File: config.mk
export PLATFORM = sky130hd
export DESIGN_NAME = parity_seq_gen_flat
export DESIGN_NICKNAME = d
export VERILOG_FILES = /design/src/rtl/parity_seq_gen_if.sv /design/src/rtl/parity_seq_gen.sv /design/src/flat_wrapper.sv
export SDC_FILE = /design/constraint.sdc
export NUM_CORES = 1
export LEC_CHECK = 0
export ABC_AREA = 1
export CORE_ASPECT_RATIO = 1.4
export CORE_UTILIZATION = 30
export CTS_BUF_LIST = sky130_fd_sc_hd__clkbuf_8
export DETAILED_ROUTE_END_ITERATION = 12
export PLACE_DENSITY = 0.49
export SLEW_MARGIN = 40
export SYNTH_ARGS = -nofsm -noshare
export SYNTH_HDL_FRONTEND = slang
export SYNTH_SLANG_ARGS = --single-unit
File: constraint.sdc
create_clock -name clk -period 2.3 [get_ports clk]
set_input_delay 0.46 -clock clk [delete_from_list [all_inputs] [get_ports clk]]
set_output_delay 0.46 -clock clk [all_outputs]
set_load 0.01 [all_outputs]
File: src/rtl/parity_seq_gen_if.sv
// Output stream of the parity sequence generator: value plus valid/ready handshake.
interface parity_seq_gen_if #(
  parameter int unsigned WIDTH = 32
);
  logic [WIDTH-1:0] num_out;
  logic             out_valid;
  logic             out_ready;

  modport master (
    output num_out,
    output out_valid,
    input  out_ready
  );

  modport slave (
    input  num_out,
    input  out_valid,
    output out_ready
  );
endinterface

File: src/rtl/parity_seq_gen.sv
// Emits COUNT consecutive even or odd numbers from a seed over a valid/ready stream,
// sequenced by an IDLE/GEN/DONE control FSM.
module parity_seq_gen #(
  parameter int unsigned WIDTH = 32,
  parameter int unsigned CNT_W = 16
) (
  input  logic                clk,
  input  logic                rst,
  input  logic                start,
  input  logic                sel_odd,
  input  logic [WIDTH-1:0]    start_val,
  input  logic [CNT_W-1:0]    count,
  output logic                busy,
  output logic                done,
  parity_seq_gen_if.master    out_if
);

  typedef enum logic [1:0] {StIdle, StGen, StDone} state_e;

  state_e           state_q;
  logic [WIDTH-1:0] num_q;
  logic             valid_q;
  logic [CNT_W-1:0] remaining_q;
  logic             busy_q;
  logic             done_q;

  logic handshake;
  assign handshake = valid_q && out_if.out_ready;

  always_ff @(posedge clk) begin
    if (rst) begin
      state_q     <= StIdle;
      num_q       <= '0;
      valid_q     <= 1'b0;
      remaining_q <= '0;
      busy_q      <= 1'b0;
      done_q      <= 1'b0;
    end else begin
      unique case (state_q)
        StIdle: begin
          done_q <= 1'b0;
          if (start) begin
            busy_q <= 1'b1;
            if (count != '0) begin
              state_q     <= StGen;
              valid_q     <= 1'b1;
              remaining_q <= count;
              // Parity is fixed by the first value; +2 steps preserve it.
              num_q       <= (start_val[0] == sel_odd) ? start_val : start_val + WIDTH'(1);
            end else begin
              state_q <= StDone;
              done_q  <= 1'b1;
            end
          end
        end
        StGen: begin
          if (handshake) begin
            if (remaining_q > CNT_W'(1)) begin
              num_q       <= num_q + WIDTH'(2);
              remaining_q <= remaining_q - CNT_W'(1);
            end else begin
              valid_q     <= 1'b0;
              remaining_q <= '0;
              state_q     <= StDone;
              done_q      <= 1'b1;
            end
          end
        end
        StDone: begin
          done_q  <= 1'b0;
          busy_q  <= 1'b0;
          state_q <= StIdle;
        end
        default: begin
          state_q <= StIdle;
          valid_q <= 1'b0;
          busy_q  <= 1'b0;
          done_q  <= 1'b0;
        end
      endcase
    end
  end

  assign out_if.num_out   = num_q;
  assign out_if.out_valid = valid_q;
  assign busy             = busy_q;
  assign done             = done_q;

endmodule
File: src/flat_wrapper.sv
// flat-port wrapper written by rule: the top's interface ports become plain ports
module parity_seq_gen_flat 
#(
  parameter int unsigned WIDTH = 32,
  parameter int unsigned CNT_W = 16
)
  (clk, rst, start, sel_odd, start_val, count, busy, done, out_if_num_out, out_if_out_valid, out_if_out_ready);
  parity_seq_gen_if #(.WIDTH(WIDTH)) out_if_i ();
  input  logic clk;
  input  logic rst;
  input  logic start;
  input  logic sel_odd;
  input  logic [WIDTH-1:0] start_val;
  input  logic [CNT_W-1:0] count;
  output logic busy;
  output logic done;
  output wire logic [$bits(out_if_i.num_out)-1:0] out_if_num_out;
  output wire logic [$bits(out_if_i.out_valid)-1:0] out_if_out_valid;
  input wire logic [$bits(out_if_i.out_ready)-1:0] out_if_out_ready;
  assign out_if_num_out = out_if_i.num_out;
  assign out_if_out_valid = out_if_i.out_valid;
  assign out_if_i.out_ready = out_if_out_ready;
  parity_seq_gen #(.WIDTH(WIDTH), .CNT_W(CNT_W)) u_core (.clk(clk), .rst(rst), .start(start), .sel_odd(sel_odd), .start_val(start_val), .count(count), .busy(busy), .done(done), .out_if(out_if_i));
endmodule
Yosys cells after proc, flatten, opt, wreduce, memory -nomap -nowiden --
Cells that the tools add are included.
Operators by class: add/subtract/negate cells 3, order comparisons 1, equal/unequal tests 8, multiplexer cells 28, bitwise logic cells 2, reductions and logical operators 10
Operators with widths (count):
- $mux 32 | 5
- $mux 16 | 4
- $pmux 32 s2 | 1
- $add 32x1->32 const B | 1
- $add 32x2->32 const B | 1
- $pmux 16 s2 | 1
- $gt 16x1->1 const B | 1
- $reduce_bool 16->1 | 1
- $sub 16x1->16 const B | 1
- $reduce_and 5->1 | 2
- $mux 1 | 9
- $mux 2 | 4
- $ne 2x1->1 const B | 3
- $ne 2x2->1 const B | 2
- $pmux 1 s2 | 2
- $pmux 2 s2 | 1
- $reduce_and 2->1 | 2
- $reduce_and 4->1 | 1
- $pmux 1 s3 | 1
- $reduce_and 3->1 | 1
- $eq 2x1->1 const B | 1
- $eq 2x2->1 const B | 1
- $logic_not 2->1 | 1
- $not 1->1 | 2
- 3 further kinds | 3
Word-level totals: register bits after elaboration 53, bits of input ports 53, output and inout port bits 35

Longest topological paths before layout --
depth in word-level cells 5, depth in mapped cells 13

Least setup slack after synthesis --
No wires, ideal clock.
path type register -> register, start point register u_core.remaining_q[0], end point register u_core.remaining_q[8], library setup time 0.115 ns, arrival time 1.650 ns, setup slack 0.535 ns, cell stages (with the launch flop) 14, buffers on the path 0, clock period less this slack 1.765 ns, cells stage by stage dfxtp_1 -> inv_1 -> ha_1 -> nand2_1 -> nor2_1 -> nand3_2 -> nand2_1 -> nand2_1 -> nand2_2 -> clkinv_1 -> nand2_1 -> o21ai_0 -> o21ai_0 -> inv_1
Between the ends: longest elaborated chain between the ends 4
Ends and longest elaborated chain:
- start, declared | RTL line parity_seq_gen.sv:23 | logic [CNT_W-1:0] remaining_q;
- start signal, assigned | RTL line parity_seq_gen.sv:47 | remaining_q <= count;
- start signal, assigned | RTL line parity_seq_gen.sv:60 | remaining_q <= remaining_q - CNT_W'(1);
- $sub 16x1->16 / $gt 16x1->1 (equally long branches) | RTL line parity_seq_gen.sv:60, parity_seq_gen.sv:58
- $mux 16 (*) | RTL line parity_seq_gen.sv:58 | if (remaining_q > CNT_W'(1)) begin
- $mux 16 (*) | RTL line parity_seq_gen.sv:57 | if (handshake) begin
- $pmux 16 s2 (*) | RTL line parity_seq_gen.sv:39 | unique case (state_q)
Mark *: on every way between the ends. The rest lies on a longest branch, timed or not. The select of a mux whose other input is x is not followed. A chain may end at the register's enable or synchronous reset.

Final worst setup path --
start point input port start_val[0], end point register u_core.num_q[26] (netlist: u_core.out_if.num_out[26])
Between the ends: longest elaborated chain between the ends 5
Ends and longest elaborated chain:
- start, declared | RTL line flat_wrapper.sv:13 | input logic [WIDTH-1:0] start_val;
- $add 32x1->32 / $eq 1x1->1 (equally long branches) | RTL line parity_seq_gen.sv:49 | num_q <= (start_val[0] == sel_odd) ? start_val : start_val + WIDTH'(1);
- $mux 32 (*) | RTL line parity_seq_gen.sv:49
- $mux 32 (*) | RTL line parity_seq_gen.sv:44 | if (count != '0) begin
- $mux 32 (*) | RTL line parity_seq_gen.sv:42 | if (start) begin
- $pmux 32 s2 (*) | RTL line parity_seq_gen.sv:39
- end signal, assigned | RTL line parity_seq_gen.sv:49
- end signal, assigned | RTL line parity_seq_gen.sv:59 | num_q <= num_q + WIDTH'(2);
- end, declared | RTL line parity_seq_gen.sv:21 | logic [WIDTH-1:0] num_q;
Marked as above.

==> impl_metrics.py <==
metrics = {
    "floorplan": {
        "core-area_um2": 14600,
        "dieArea_um2": 15600,
        "start_util": 0.310,
        "die_h_um": 147,
        "ios": 88,
        "die_w_um": 106,
        "rows": 52,
    },
    "clock_tree": {
        "hold_buffers": 0,
        "cts_tree": "built",
        "clk_latency_ns": 0.34,
        "clock_sinks": 53,
        "clockRootBuffer": "clkbuf_8",
        "cts_max_level": 2,
        "clk_pin_slew_ns": 0.12,
        "post_cts_buffers": 0,
        "cts_buffers": 5,
        "clk_path_buf_depth": 2,
    },
    "sta": {
        "setup_viol": 0,
        "period_needed_ns": 2.11,
        "fin_skew_ns": 0.0190,
        "fmax_mhz": 474,
        "worst_pin_slew_ns": 0.564,
        "hold_viol": 0,
        "slew_headroom": 0.621,
        "min_period_over_period": 0.917,
        "slew_viol_final": 0,
        "worst_slack_ns": 0.192,
        "holdWs_ns": 0.488,
        "grt_setup_unrepaired": "false",
    },
    "pwr": {
        "p_seq_frac": 0.356,
        "p_leak_uw": 0.00257,
        "ir_drop_uv": 306,
        "swShare": 0.426,
        "power_frac_clock": 0.185,
        "power_uw": 3770,
        "p_int_uw": 2160,
        "switchingPower_uw": 1610,
        "combPwrFrac": 0.459,
        "power.density_nw_per_um2": 616,
    },
    "grt": {
        "grt-ovfl-total": 0,
        "use_met2": 0.464,
        "grt_pass1_vias": 5684,
        "grtUsageTotal": 0.234,
        "antenna_found_initial": 0,
        "grt_pass1_wl_um": 28400,
        "grtUsageMet3": 0.0271,
        "top_usage_layer": "met2",
        "grt_max_degree": 51,
        "use_met1": 0.233,
    },
    "detailed_routing": {
        "drtAntennaViolNets": 0,
        "dr.pass1.iters": 5,
        "drc_errors": 0,
        "via_count": 5800,
        "viasPerCell": 5.10,
        "wl_um": 17900,
        "routedWlPerCell_um": 15.7,
        "drt_iter0_drc": 332,
    },
    "synth": {
        "synth-edff-count": 0,
        "syn-instance-count": 816,
        "syn_area_um2": 4520,
        "synth_top_area_share": 0.235,
        "yosysUniqueCellTypes": 34,
        "yosysMostFrequentCell": "nand2_1",
        "synthTopCellsByArea": "dfxtp_1, nand2_1, nor2_1, nand3_1, a21oi_1",
        "yosys.area.top_type": "dfxtp_1",
        "ys_seq_elements": 53,
        "yosysSeqAreaShare": 0.235,
        "synth_nets": 873,
        "yosys-top-cells-count": "nand2_1, nor2_1, inv_1",
        "syn_avg_cell_area_um2": 5.54,
        "ys.flop_type": "dfxtp_1",
        "synth_warnings": 0,
        "ys_async_sr_fraction": 0,
    },
    "final_layout": {
        "final_cell_count_no_fill": 1138,
        "num_antenna_cells": 0,
        "final_area_um2": 6110,
        "drive_gt1_frac": 0.0917,
        "areaGrowthSynthToFinish_pct": 35.1,
        "fin_nets": 1005,
    },
    "placement": {
        "place_ws_ns": -0.205,
        "placed_area_um2": 5990,
        "portBuffers": 87,
        "post-place-cells": 1130,
        "place.gp.congestion": 0.901,
        "hpwlAfterDp_um": 14100,
    },
    "setup_path": {
        "r2r-start": "u_core.remaining_q[1]",
        "crit_required_ns": 2.54,
        "critPathKind": "input pin to register",
        "rrSetupSlack_ns": 0.26,
        "cpPeakStageDelay_ns": 0.51,
        "rr_worst_depth": 12,
        "cpMostUsedCell": "nor2_1",
        "cp.arrival_ns": 2.35,
        "end_kind": "register",
        "timing.rr.end": "u_core.out_if.num_out[16]",
        "slowest_stage": "clkdlybuf4s50_1",
        "crit_fanout": 4,
        "startpoint_type": "input pin",
        "worstPathCellList": "clkdlybuf4s50_1, ha_1, nand3_1, nor2_1, buf_4, nand2_1, nor3_1, buf_4, nand3_1, nand2_1, nor2_1, buf_4, nor2_1, nor2_1",
    },
    "job": {
        "maxCapViolations": 0,
    },
    "min_path": {
        "min-delay-start": "u_core.done",
        "hp-class": "register to register",
        "whs_path_depth": 2,
        "min_to": "u_core.done",
    },
    "outcome": {
        "status": "finished clean",
    },
}
## routing by layer
metal  routed length, um  vias to the layer above
met2                9610                      167
met3                 687                       44
li1                    -                     2910
met5                   0                        -
met1                6680                     2679
met4                 919                        0
## through the flow
| step | utilization | TNS [ns] |
|---|---|---|
| after floorplan | - | 0 |
| final | 0.419 | 0 |
| after global placement | 0.411 | -0.856 |
| after global routing | 0.419 | 0 |
| after CTS | 0.419 | 0 |
| after detailed placement | 0.411 | -1.41 |
## area by class of cell
| cell class | count | area, um2 |
|---|---|---|
| clock buffers | 5 | 68.8 |
| repair buffers | 147 | 1350 |
| clock inverters | 3 | 46.3 |
| fillers | 1621 | 8460 |
| well taps | 189 | 236 |
| multi-input cells | 653 | 3020 |
| inverters | 88 | 334 |
| flip-flops and latches | 53 | 1060 |
## layout by cell type (no fill, tap or decap)
master             n
clkdlybuf4s50_1   87
a22oi_1            4
clkbuf_8           5
a211o_1            1
a21oi_1           63
buf_12             2
nand3_2            1
nor2_2             1
clkinvlp_4         2
nand2_1          212
o21ai_0           61
inv_1             84
a31oi_1            1
xor2_1            15
o211ai_1           1
o21bai_1           2
nand3b_1           7
bufinv_16          1
nand3_1           77
clkinv_4           1
a21oi_2            1
nand4_1           13
nand2_4            1
nor2_1           151
nor2_4             2
a21boi_0           1
inv_2              3
xnor2_1            3
nand2_2            2
a21o_1             2
o22ai_1            4
buf_4             58
dfxtp_1           53
or2_2              7
ha_1               4
nor3_1            16
## logic make-up (layout without fill, tap and decap cells)
group / after synthesis / in the layout / synth area share
XOR/XNOR: 18 / 18 / 0.0348
AO/OA/AOI/OAI: 141 / 141 / 0.165
flip-flops: 53 / 53 / 0.235
adder cells (fa/ha/maj): 4 / 4 / 0.0111
AND/OR/NAND/NOR: 490 / 490 / 0.457
buffers and inverters: 110 / 243 / 0.0979
## worst max-delay path: cells and delay by family
family	cells	cell delay [ns]
buffers and inverters	4	0.94
adder cells (fa/ha/maj)	1	0.19
AND/OR/NAND/NOR	9	0.77
## registers in the layout, indices dropped and copies added, names as in the netlist
register and cells:
u_core.out_if.num_out 32, u_core.remaining_q 16, u_core.state_q 2, u_core.busy 1, u_core.done 1, u_core.out_if.out_valid 1
## worst max-delay path by stage
stage	slack (ns)	start	endpoint	cells after the start
final	0.19	start_val[0]	u_core.out_if.num_out[26]	14
after global routing	0.02	start_val[0]	u_core.out_if.num_out[10]	12
after CTS	0.15	start_val[0]	u_core.out_if.num_out[26]	14
after detailed placement	-0.20	start_val[0]	u_core.out_if.num_out[26]	14
after global placement	-0.17	start_val[0]	u_core.out_if.num_out[26]	14
after floorplan	0.53	u_core.remaining_q[0]	u_core.remaining_q[8]	13
## power by group through the flow
stage | sequential, uW | clock (uW) | combinational (uW)
2_1_floorplan | 1320 | 0 | 949
3_3_place_gp | 1350 | 0 | 1710
3_5_place_dp | 1360 | 0 | 1730
4_1_cts | 1340 | 704 | 1730
5_1_grt | 1370 | 744 | 1910
6_report | 1340 | 698 | 1730
## repair_timing
action / in CTS / in global routing
endpoints found under the hold margin: 0 / 0
endpoints found under the setup margin: 0 / 1
resized for setup: 0 / 1
(Power assumes the default switching activity.)
==> variant 1, RTL diff (same settings) <==
`CNT_W` is set to 16 in 2 places; all go to 14.
--- a/src/rtl/parity_seq_gen.sv
+++ b/src/rtl/parity_seq_gen.sv
@@ -2,7 +2,7 @@
 // sequenced by an IDLE/GEN/DONE control FSM.
 module parity_seq_gen #(
   parameter int unsigned WIDTH = 32,
-  parameter int unsigned CNT_W = 16
+  parameter int unsigned CNT_W = 14
 ) (
   input  logic                clk,
   input  logic                rst,
--- a/src/flat_wrapper.sv
+++ b/src/flat_wrapper.sv
@@ -2,7 +2,7 @@
 module parity_seq_gen_flat 
 #(
   parameter int unsigned WIDTH = 32,
-  parameter int unsigned CNT_W = 16
+  parameter int unsigned CNT_W = 14
 )
   (clk, rst, start, sel_odd, start_val, count, busy, done, out_if_num_out, out_if_out_valid, out_if_out_ready);
   parity_seq_gen_if #(.WIDTH(WIDTH)) out_if_i ();
Interface: changed (resized count); port bits go from 88 to 86. The function was not compared with the original's and may differ.
==> variant 1 against the unedited design <==
Die area is 3.1% lower; critical path depth fell by 2; worst hold slack improved by 0.015 ns; cell count down 4.8%; clock skew about the same; highest routed layer unchanged; routed wire length fell by 8.8%; maximum frequency increased by 1.3%; sequential cell count is 2 lower; final area down 3.3%; total power grew 6.9%; worst setup slack improved by 0.027 ns; synthesized area fell by 3.2%; global-route usage down 1.6 points.
==> variant 1: results (changes against the unedited design) <==
** CTS
- The clock-pin slew on the worst setup and hold paths was 0.10 ns (-0.02 ns).

** Drt
- The post-detailed-route wirelength per cell was 15.1 um (-4.2%).
- Initial DRC count :: 170 (-49%)
- First drt pass iteration count :: 4 (-1)
- The routed metal-1 wire length came to 6230 um (-6.7%).
- Routed via count divided by cell count :: 4.91 (-3.7%)
- The detailed route wirelength on metal2 came to 8680 um (-9.7%).

** Logic synthesis
- Commonest cells post-synth :: 219 x nand2_1, 109 x nor2_1, 92 x inv_1
- XOR/XNOR Fraction of Synth Area :: 4.40% (+0.91 points)
- In the post-synthesis netlist, the biggest area contributors are dfxtp_1 23%, nand2_1 19%, nor2_1 9.3%, nand3_1 8.5%, inv_1 7.9%.
- The number of distinct library cell variants in the gate-level netlist after synthesis came to 40 (+18%).
- The synthesized-area fraction occupied by adder cells came to 1.14% (+0.036 points).
- Mux cell area share after synthesis :: 0.229% (+0.23 points)
- Total nets after synthesis :: 826 (-5.4%)
- The average cell area after synthesis was 5.68 um2 (+2.5%).

** STA
- Skew final :: 0.0194 ns (+0.000466 ns)
- The worst max-slew margin expressed relative to the limit is 72.5% (+10 points).

** Outcome
- The run finished with clean final reports.

** GRT
- Met2 demand-to-capacity share in global routing :: 42.4% (-4.0 points)
- The via count of the first global-routing pass is 5207 (-8.4%).
- The global router's overall resource usage was 21.8% (-1.6 points).
- The met1 usage in global routing is 22.0% (-1.3 points).
- Global Route met3 Usage :: 3.28% (+0.57 points)

** Final layout
- Final non-filler cell total :: 1083 (-4.8%)
- The share of cells above drive strength 1 came to 9.58% (+0.41 points).
- The antenna diode count is 0 (unchanged).

** Setup path
- Crit-path max cell delay :: 0.55 ns (+0.04 ns)
- Biggest fanout along the worst timing path :: 5 (+1)

** Place
- The detailed placer's ending HPWL was 13000 um (-7.6%).
- Dpl ws :: -0.102 ns (+0.102 ns)
- The cell area after placement came to 5810 um2 (-3.1%).
- Total of buffers placed on input and output ports :: 85 (-2.3%)
- Routability-driven placement congestion ratio :: 0.894 (-0.77%)

** Power and ir drop
- Max rail drop VDD :: 0.305 mV (-0.30%)
- Static leakage :: 2.58 nW (+0.33%)

** Floorplanning
- Std-Cell Rows :: 51 (-1.9%)
variant 1: cell types whose count changed in the layout (fill, tap and decap cells not counted), moves of 3 or more:
cell,unedited run,this run
nor2_1,151,109
inv_1,84,93
xnor2_1,3,7
or2_2,7,3
a21oi_1,63,51
nand4_1,13,16
nor2_2,1,10
nand3_1,77,74
o21ai_1,0,3
o21ai_0,61,47
buf_4,58,52
nor3_1,16,10
nand2_1,212,219
variant 1: final timing paths:
check             cells after the start  slack [ns]                         to                startpoint
setup / recovery                     12        0.22   u_core.out_if.num_out[7]              start_val[0]
hold / removal                        2        0.50                u_core.done               u_core.done
setup reg to reg                     14        0.28  u_core.out_if.num_out[29]  u_core.out_if.num_out[2]
hold reg to reg                       2        0.50                u_core.done               u_core.done
variant 1: final cells by class:
cell class	count	area [um2]
fill	1646	8190
multi-input combinational	605	2890
timing repair buffer	140	1300
sequential	51	1020
inverter	95	362
tap	185	231
clock buffer	5	68.8
clock inverter	2	33.8
variant 1: logic make-up (layout without fill, tap and decap cells):
logic type / Yosys count / after routing
flip-flops: 51 / 51
AO/OA/AOI/OAI: 119 / 119
AND/OR/NAND/NOR: 459 / 459
adder cells (fa/ha/maj): 4 / 4
multiplexers: 1 / 1
buffers and inverters: 115 / 242
XOR/XNOR: 22 / 22
variant 1: tightest hold or removal path, cell delays in order, from the launching register on:
cell and delay (ns):
dfxtp_1 0.34, a21oi_1 0.04, nor2_1 0.09
variant 1: where the power goes:
| group | switching [mW] | internal, mW | total, mW |
|---|---|---|---|
| clock | 0.329 | 0.316 | 0.645 |
| sequential | 0.271 | 1.09 | 1.36 |
| combinational | 1.14 | 0.883 | 2.02 |
==> variant 2, RTL diff (same settings) <==
Made on the original files. The 3 states of `state_e` get a one-hot encoding in 3 bits.
--- a/src/rtl/parity_seq_gen.sv
+++ b/src/rtl/parity_seq_gen.sv
@@ -15,7 +15,7 @@
   parity_seq_gen_if.master    out_if
 );
 
-  typedef enum logic [1:0] {StIdle, StGen, StDone} state_e;
+  typedef enum logic [2:0] {StIdle = 3'b001, StGen = 3'b010, StDone = 3'b100} state_e;
 
   state_e           state_q;
   logic [WIDTH-1:0] num_q;
Check against the original RTL: no difference found for any inputs over 4 cycles, from zero or initial values and one cycle with rst high; so few cycles prove little.
==> variant 2 against the unedited design <==
Count of clock-buffer cells in the layout is the same; sequential cell count up 1; synthesized area up 2.0%; synthesized cell count grew 0.12%; routed wire length decreased by 9.5%; via count is 7.7% lower; critical endpoint is now u_core.out_if.num_out[25]; maximum frequency rose by 4.7%; clock power shrank 3.0%; die area grew 2.0%; final area fell by 1.5%; largest power group is now sequential cells; worst setup slack better by 0.095 ns; combinational power decreased by 39%; total power shrank 22%; cell count decreased by 1.7%.
==> variant 2: results (changes against the unedited design) <==
** STA
- Skew final :: 0.00558 ns (-0.0134 ns)
- Slew HR :: 66.3% (+4.2 points)

** Final layout
- Number of nets in the finished design :: 983 (-2.2%)
- FILL cells :: 1717 (+5.9%)
- Fraction of layout instances using a drive strength above 1 :: 8.52% (-0.65 points)

** Place
- The final weighted congestion in routability-driven placement came to 0.862 (-4.4%).
- Dpl ws :: -0.0628 ns (+0.142 ns)
- HPWL after DPL :: 12900 um (-8.4%)
- The cell area after placement came to 5910 um2 (-1.4%).
- Number of placed cells counting well taps :: 1111 (-1.7%)

** Setup path
- The endpoint identified for the worst register-to-register timing path is u_core.out_if.num_out[19].
- In this run the worst setup path terminates at u_core.out_if.num_out[25].
- The slack of the worst reg-to-reg path is 0.34 ns (+0.08 ns).
- Crit. Startpoint :: sel_odd
- The cell depth of the worst flop-to-flop path was 11 (-1).
- Worst R2R Start :: u_core.out_if.num_out[2]
- Data arrival time at the worst-slack endpoint :: 2.27 ns (-0.08 ns)

** Drt
- The number of vias per cell was 4.78 (-6.2%).
- Routed len/inst :: 14.5 um (-8.0%)
- The first-pass iteration count of the detailed router came to 4 (-1).
- Post-detailed-routing wire length :: 16200 um (-9.5%)

** Logic synthesis
- Commonest cells post-synth :: 246 x nand2_1, 131 x nor2_1, 81 x nand3_1
- In the post-synthesis netlist, the biggest area contributors are dfxtp_1 23%, nand2_1 20%, nor2_1 11%, nand3_1 8.8%, a21oi_1 6.8%.
- Part of the Yosys area used for sequential elements :: 23.4% (-0.037 points)
- Gate count after technology mapping :: 817 (+0.12%)
- Total nets after synthesis :: 874 (+0.11%)

** GRT
- Largest net degree at the start of global routing :: 32 (-37%)
- The first-pass GRT wire length is 26100 um (-8.1%).
- All-Layer GR Usage :: 21.1% (-2.3 points)
- Via count of the first global-routing pass :: 5186 (-8.8%)

** CTS
- Post-CTS setup buffer count :: 0 (unchanged)
- Clock latency on the worst-skew pair :: 0.32 ns (-0.02 ns)

** Power and ir drop
- The maximum vdd drop is 0.237 mV (-23%).

** Outcome
- Outcome :: completed
==> variant 2: cell count changes in the layout (fill, tap and decap cells not counted), sizes merged, moves of 3 or more <==
cell / delta
a22oi: -4
buf: -23
inv: -11
nand2: +36
nand3: +4
nor2: -13
nor3: -3
o21ai: -13
o22ai: -4
xnor2: +3
xor2: +5
==> variant 2: power breakdown <==
group	switching [mW]	total, mW	internal [mW]	leakage, nW
Clock	0.355	0.677	0.322	0.0579
Combinational	0.570	1.05	0.483	1.95
Sequential	0.147	1.20	1.05	0.446
Total	1.07	2.93	1.85	2.46
==> variant 2: critical path, cell delays in order <==
cell,delay [ns]
clkdlybuf4s50_1,0.53
inv_1,0.10
nand2_1,0.11
nor2_4,0.15
nand2_1,0.10
nor2_2,0.28
nand3_1,0.12
nand2_1,0.08
nand2_1,0.05
nand2_1,0.08
nand3_1,0.09
a21oi_1,0.14
==> variant 2: cells by family (layout without fill, tap and decap cells) <==
group / after synthesis / count (layout) / synth area share, %
AOI/OAI and AO/OA: 117 / 117 / 13.3
buffers and inverters: 98 / 208 / 9.00
xor gates and xnor gates: 26 / 26 / 4.93
DFF: 54 / 54 / 23.4
and+or+nand+nor: 518 / 518 / 48.3
adders and majority gates: 4 / 4 / 1.08
==> variant 2: per-layer routing <==
metal | track usage (%) | vias to the layer above | part of all wire, %
li1 | - | 2844 | -
met1 | 24.1 | 2397 | 42
met2 | 40.7 | 99 | 54
met3 | 1.92 | 12 | 2.8
met4 | 6.30 | 0 | 1.7
met5 | 0 | - | 0
==> variant 2: through the flow <==
stage | util (%) | setup TNS, ns | hold WS [ns]
final | 40.0 | 0 | 0.474
after global routing | 40.0 | 0 | 0.497
after CTS | 40.0 | 0 | 0.479
after detailed placement | 39.3 | -0.328 | 0.461
after global placement | 39.3 | -0.115 | 0.461
after floorplan | - | 0 | 0.483
==> variant 2: final cells by class <==
type                            count  area [um2]  share of cell area [%]
Timing Repair Buffer              124        1190                    19.7
Clock buffer                        5        68.8                    1.14
Tap cell                          192         240                    3.99
Clock inverter                      3        40.0                   0.665
Inverter                           76         285                    4.74
Multi-Input combinational cell    665        3120                    51.8
Sequential cell                    54        1080                    18.0
==> variant 2: worst min path at each step <==
| stage | depth (start not counted) | slack (ns) | endpoint | from |
|---|---|---|---|---|
| floorplan | 2 | 0.48 | u_core.busy | u_core.busy |
| global placement | 2 | 0.46 | u_core.busy | u_core.busy |
| detailed placement | 2 | 0.46 | u_core.busy | u_core.busy |
| CTS | 2 | 0.48 | u_core.busy | u_core.busy |
| global route | 2 | 0.50 | u_core.busy | u_core.busy |
| finish | 2 | 0.47 | u_core.busy | u_core.busy |
